### src/rtl/sensor_frame_collector.sv
`default_nettype none
// ============================================================================
// Module      : sensor_frame_collector
// Description : Deframes a serial byte stream from the sensor link into four
//               8-bit readings. A frame is the HEADER byte followed by four
//               data bytes (plus an XOR checksum byte when
//               SENSOR_CHECKSUM_EN is defined). The readings update together,
//               and only when a frame validates. An inter-byte timeout drops
//               frames that stall.
// Config      : `define SENSOR_CHECKSUM_EN to add the checksum byte and the
//               CHK state. When it is undefined, frames commit straight after
//               the fourth data byte.
// Revision    : 1.0 - initial release
// ============================================================================
module sensor_frame_collector #(
  parameter logic [7:0]  HEADER  = 8'hA5,
  parameter int unsigned TIMEOUT = 1000
) (
  input  logic       clk,
  input  logic       rst,
  input  logic [7:0] byte_in,
  input  logic       byte_valid,
  output logic       byte_ready,
  input  logic       hold,
  output logic [7:0] sensor1,
  output logic [7:0] sensor2,
  output logic [7:0] sensor3,
  output logic [7:0] sensor4,
  output logic       frame_valid,
  output logic       frame_err,
  output logic [7:0] frame_cnt
);

  // The timer must be able to hold the value TIMEOUT itself.
  localparam int unsigned      TMR_W    = $clog2(TIMEOUT + 1);
  // The timer expires on the clock where it would step up to TIMEOUT.
  localparam logic [TMR_W-1:0] TMR_LAST = TMR_W'(TIMEOUT - 1);
  localparam logic [TMR_W-1:0] TMR_ONE  = TMR_W'(1);

  typedef enum logic [2:0] {
    S_IDLE = 3'd0,
    S_D1   = 3'd1,
    S_D2   = 3'd2,
    S_D3   = 3'd3,
    S_D4   = 3'd4
`ifdef SENSOR_CHECKSUM_EN
    , S_CHK = 3'd5
`endif
  } state_t;

  state_t           state_q, state_d;
  logic             ready_q;
  logic [TMR_W-1:0] tmr_q, tmr_d;
  logic [7:0]       shd1_q, shd2_q, shd3_q, shd4_q;
  logic [7:0]       shd1_d, shd2_d, shd3_d, shd4_d;
  logic [7:0]       sens1_q, sens2_q, sens3_q, sens4_q;
  logic [7:0]       sens1_d, sens2_d, sens3_d, sens4_d;
  logic [7:0]       cnt_q, cnt_d;
  logic             fv_q, fv_d;
  logic             fe_q, fe_d;
  logic             accept;

  // A byte transfers only when the registered ready flag and valid are both high.
  assign accept = byte_valid & ready_q;

  // Next-state logic: frame sequencing, inter-byte timer, shadow capture and commit.
  always_comb begin
    state_d = state_q;
    tmr_d   = tmr_q;
    shd1_d  = shd1_q;
    shd2_d  = shd2_q;
    shd3_d  = shd3_q;
    shd4_d  = shd4_q;
    sens1_d = sens1_q;
    sens2_d = sens2_q;
    sens3_d = sens3_q;
    sens4_d = sens4_q;
    cnt_d   = cnt_q;
    fv_d    = 1'b0;
    fe_d    = 1'b0;

    if (state_q == S_IDLE) begin
      // Hunt for the header. Any other byte is consumed and dropped silently.
      tmr_d = '0;
      if (accept && (byte_in == HEADER)) begin
        state_d = S_D1;
      end
    end else if (accept) begin
      // An accepted byte always restarts the timer, even on the expiry cycle.
      tmr_d = '0;
      case (state_q)
        S_D1: begin
          shd1_d  = byte_in;
          state_d = S_D2;
        end
        S_D2: begin
          shd2_d  = byte_in;
          state_d = S_D3;
        end
        S_D3: begin
          shd3_d  = byte_in;
          state_d = S_D4;
        end
        S_D4: begin
          shd4_d  = byte_in;
`ifdef SENSOR_CHECKSUM_EN
          state_d = S_CHK;
`else
          // Last data byte: the fourth reading comes straight from the input.
          state_d = S_IDLE;
          sens1_d = shd1_q;
          sens2_d = shd2_q;
          sens3_d = shd3_q;
          sens4_d = byte_in;
          fv_d    = 1'b1;
          cnt_d   = cnt_q + 8'd1;
`endif
        end
`ifdef SENSOR_CHECKSUM_EN
        S_CHK: begin
          state_d = S_IDLE;
          if (byte_in == (shd1_q ^ shd2_q ^ shd3_q ^ shd4_q)) begin
            sens1_d = shd1_q;
            sens2_d = shd2_q;
            sens3_d = shd3_q;
            sens4_d = shd4_q;
            fv_d    = 1'b1;
            cnt_d   = cnt_q + 8'd1;
          end else begin
            fe_d = 1'b1;
          end
        end
`endif
        default: begin
          state_d = S_IDLE;
        end
      endcase
    end else if (tmr_q == TMR_LAST) begin
      // The stall has lasted TIMEOUT clocks. Abandon the frame and leave the
      // outputs untouched.
      state_d = S_IDLE;
      tmr_d   = tmr_q + TMR_ONE;
      fe_d    = 1'b1;
    end else begin
      // Count every stalled clock, including clocks where hold is high.
      tmr_d = tmr_q + TMR_ONE;
    end
  end

  // Control registers: FSM state, timer, and the registered ready flag.
  always_ff @(posedge clk or posedge rst) begin
    if (rst) begin
      state_q <= S_IDLE;
      tmr_q   <= '0;
      ready_q <= 1'b0;
    end else begin
      state_q <= state_d;
      tmr_q   <= tmr_d;
      ready_q <= ~hold;
    end
  end

  // Data registers: shadow bytes, committed readings, frame counter, status pulses.
  always_ff @(posedge clk or posedge rst) begin
    if (rst) begin
      shd1_q  <= 8'h00;
      shd2_q  <= 8'h00;
      shd3_q  <= 8'h00;
      shd4_q  <= 8'h00;
      sens1_q <= 8'h00;
      sens2_q <= 8'h00;
      sens3_q <= 8'h00;
      sens4_q <= 8'h00;
      cnt_q   <= 8'h00;
      fv_q    <= 1'b0;
      fe_q    <= 1'b0;
    end else begin
      shd1_q  <= shd1_d;
      shd2_q  <= shd2_d;
      shd3_q  <= shd3_d;
      shd4_q  <= shd4_d;
      sens1_q <= sens1_d;
      sens2_q <= sens2_d;
      sens3_q <= sens3_d;
      sens4_q <= sens4_d;
      cnt_q   <= cnt_d;
      fv_q    <= fv_d;
      fe_q    <= fe_d;
    end
  end

  assign byte_ready  = ready_q;
  assign sensor1     = sens1_q;
  assign sensor2     = sens2_q;
  assign sensor3     = sens3_q;
  assign sensor4     = sens4_q;
  assign frame_valid = fv_q;
  assign frame_err   = fe_q;
  assign frame_cnt   = cnt_q;

endmodule
`default_nettype wire
### config.mk
export PLATFORM = sky130hd
export DESIGN_NAME = sensor_frame_collector
export DESIGN_NICKNAME = d
export VERILOG_FILES = /design/src/rtl/sensor_frame_collector.sv
export SDC_FILE = /design/constraint.sdc
export NUM_CORES = 1
export LEC_CHECK = 0
export CORE_MARGIN = 3
export CORE_UTILIZATION = 55
export CTS_BUF_LIST = sky130_fd_sc_hd__clkbuf_4 sky130_fd_sc_hd__clkbuf_8 sky130_fd_sc_hd__clkbuf_16
export DETAILED_ROUTE_END_ITERATION = 10
export GPL_ROUTABILITY_DRIVEN = 0
export HOLD_SLACK_MARGIN = 0.03
export PLACE_DENSITY_LB_ADDON = 0.25
export SKIP_LAST_GASP = 1
export SYNTH_ARGS = -nofsm -noshare
export SYNTH_HDL_FRONTEND = slang
export SYNTH_SLANG_ARGS = --single-unit
export TNS_END_PERCENT = 20
### constraint.sdc
create_clock -name clk -period 7.55 [get_ports clk]
set_clock_uncertainty 0.05 [all_clocks]
set_input_delay 2.265 -clock clk [delete_from_list [all_inputs] [get_ports clk]]
set_output_delay 2.265 -clock clk [all_outputs]
set_load 0.01 [all_outputs]
==> qor.tcl <==
set qor(status) {completed}
set qor(num_antenna_cells) 0
set qor(placementRows) 27
set qor(max_slew.worst_pin.slew_ns) 1.11
set qor(drt_pass1_iterations) 4
set qor(detail-route-antenna-nets) 0
set qor(hold_depth) 1
set qor(synthFlopType) {sky130_fd_sc_hd__dfrtp_1}
set qor(netlist_top_cells_count) {sky130_fd_sc_hd__dfrtp_1 (80), sky130_fd_sc_hd__mux2_2 (29), sky130_fd_sc_hd__mux2_4 (28), sky130_fd_sc_hd__nand2_1 (9), sky130_fd_sc_hd__xor2_1 (8)}
set qor(timing.hold.ws_ns) 0.414
set qor(totalNegativeSetupSlack_ns) 0
set qor(worst_r2r_endpoint) {sensor4[7]}
set qor(synthDominantAreaCellType) {sky130_fd_sc_hd__dfrtp_1}
set qor(reg2reg_setup_slack_ns) 5.34
set qor(dieArea_um2) 7100
set qor(yosysWarningCount) 0
set qor(count_of_buffers_added_by_post_cts_timing_repair_for_setup) 0
set qor(worst-r2r-cell-count) 3
set qor(worst_r2r_startpoint) {state_q[1]}
set qor(grt_pass1_wl_um) 10200
set qor(min_from) {tmr_q[0]}
set qor(grt_start_max_net_pins) 81
set qor(worst_setup_path_end_kind) {register}
set qor(post_cts_resize_count) 0
set qor(route.detailed.vias_per_inst) 5.45
set qor(rsz0062_at_grt) {no}
set qor(power-per-cell-area_nw_per_um2) 272
set qor(first_global_vias) 2013
set qor(io-pin-count) 55
set qor(synth.most_common_cell) {sky130_fd_sc_hd__dfrtp_1}
set qor(cts.clk_slew.worst_paths_ns) 0.08
set qor(initial_utilization_pct) 59.0
set qor(synth_edf_count) 0
set qor(antenna_violations_before_repair) 0
set qor(yosysSeqAreaShare_pct) 59.5
set qor(slew_violations) 0
set qor(fin_crit_sh_pct) 53.6
set qor(maxCapViolCount) 0
set qor(ys_types) 33
set qor(place.detailed.hpwl_um) 3980
set qor(syn_avg_cell_area_um2) 15.2
set qor(synth.cell_area_um2) 3370
set qor(cts_inserted_buffers) 9
set qor(crit_path_class) {primary input to register}
set qor(clock_tree.buffer_depth) 2
set qor(drt_iter0_markers) 101
set qor(worstSkewPairLatency_ns) 0.35
set qor(core_um2) 5710
set qor(htreeDepth) 3
set qor(fraction_of_final_layout_cells_sized_beyond_drive_strength_1_pct) 28.3
set qor(via_count) 1952
set qor(synth_nets) 235
set qor(num-nets-final) 295
set qor(port-buffer-count) 54
set qor(tritoncts_clock_tree) {built}
set qor(start_kind) {primary input}
set qor(wl_per_cell_um) 16.7
set qor(report.final.setup_viol) 0
set qor(chipWidth_um) 84.2
set qor(min_delay_path_class) {register to register}
set qor(cts_root_buf) {sky130_fd_sc_hd__clkbuf_8}
set qor(numClockSinks) 80
set qor(synthesis.instances) 221
set qor(synth_async_sr_flop_share_pct) 100
set qor(die_y_um) 84.2
set qor(synthToLayoutAreaGrowth_pct) 22.5
set qor(final_hold_viol_count) 0
set qor(grt_overflow_total) 0
set qor(hold-path-endpoint) {tmr_q[0]}
set qor(detail_route.drc_violations) 0
set qor(layout_min_cycle_time_ns) 4.05
set qor(synth.top_cell.area_share_pct) 59.5
set qor(irDropWorstVdd_v) 0.000133
set qor(max_slew_margin_pct) 26.3
set qor(fmax_ghz) 0.247
set qor(yosys_register_bits) 80
set qor(global_route.usage.total_pct) 18.4
set qor(cp.required_ns) 7.73
set qor(timing.critical_path.fanout_max) 35
set qor(arrival_ns) 4.23
set qor(finalPower_w) 0.00112
set qor(routed_wirelength_um) 5980
set qor(cts_hold_repair.buffers) 0
set qor(total_leakage_power_nw) 1.97
set qor(synth_top_cells_by_area) {sky130_fd_sc_hd__dfrtp_1 (59%), sky130_fd_sc_hd__mux2_4 (12%), sky130_fd_sc_hd__mux2_2 (9.7%), sky130_fd_sc_hd__xor2_1 (2.1%), sky130_fd_sc_hd__buf_12 (1.8%)}
## how the worst max path moves through the flow
stage | from | to | slack, ns | depth (start not counted)
global route | byte_valid | sensor1[6] | 3.42 | 4
floorplan | rst | byte_ready | 3.18 | 1
detailed placement | byte_valid | sensor4[7] | 3.12 | 4
global placement | byte_valid | sensor1[7] | 3.16 | 4
CTS | byte_valid | sensor3[7] | 3.52 | 4
finish | byte_valid | sensor4[7] | 3.50 | 4
## per-layer routing
layer | part of all wire, % | wire [um] | track usage (%)
met1 | 45 | 2670 | 25.7
met4 | 1.8 | 107 | 9.21
met3 | 4.9 | 291 | 3.73
met5 | 0 | 0 | 0
met2 | 49 | 2910 | 27.6
## cell type report
| class | count | area (um^2) |
|---|---|---|
| multi-input cells | 129 | 1250 |
| well taps | 72 | 90.1 |
| inverters | 6 | 23.8 |
| clock inverters | 5 | 55.1 |
| flip-flops and latches | 80 | 2000 |
| repair buffers | 55 | 548 |
| clock buffers | 11 | 151 |
| fillers | 383 | 1580 |
## layout by cell type (no fill, tap or decap), drive strengths merged, types with 3 or more instances in the layout
cell type,instances
nand3,4
or3,4
or4,3
nand4,4
inv,5
a21oi,6
mux2,57
nand2,10
o21ai,4
nor2,7
clkinv,3
nor4b,3
dfrtp,80
nor3,3
xor2,8
clkbuf,11
clkdlybuf4s50,54
## where the power goes
part           internal, W  switching [W]
combinational     0.000144      0.0000806
sequential        0.000517      0.0000616
clock             0.000170       0.000150
total             0.000831       0.000292
## per-stage QoR
stage | std cells | setup slack [ns] | utilization (%) | instance area, um^2
after detailed placement | 342 | 3.12 | 68.6 | 3920
after CTS | 358 | 3.52 | 72.3 | 4130
after global routing | 358 | 3.42 | 72.3 | 4130
final | 358 | 3.50 | 72.3 | 4130
after global placement | 342 | 3.16 | 68.6 | 3920
after floorplan | 221 | 3.18 | - | 3370
## registers in the layout, summed over array words and instances, names as in the netlist, 3 cells and up
signal	cells
sensor3	8
shd3_q	8
sensor1	8
frame_cnt	8
tmr_q	10
sensor4	8
shd2_q	8
sensor2	8
state_q	3
shd1_q	8
## kinds of logic after synthesis
| kind of cell | after synthesis | synth area share (%) |
|---|---|---|
| compound gates | 14 | 2.49 |
| mux | 57 | 22.2 |
| flops | 80 | 59.5 |
| xor+xnor | 10 | 2.60 |
| simple gates | 46 | 9.25 |
| fa+ha+maj | 2 | 0.743 |
| buf+inv | 12 | 3.27 |
## critical path, cell delays in order
cell	delay (ns)
sky130_fd_sc_hd__clkdlybuf4s50_1	0.49
sky130_fd_sc_hd__nand4bb_4	0.17
sky130_fd_sc_hd__or2_2	0.87
sky130_fd_sc_hd__mux2_2	0.42
(Power assumes the default switching activity.)
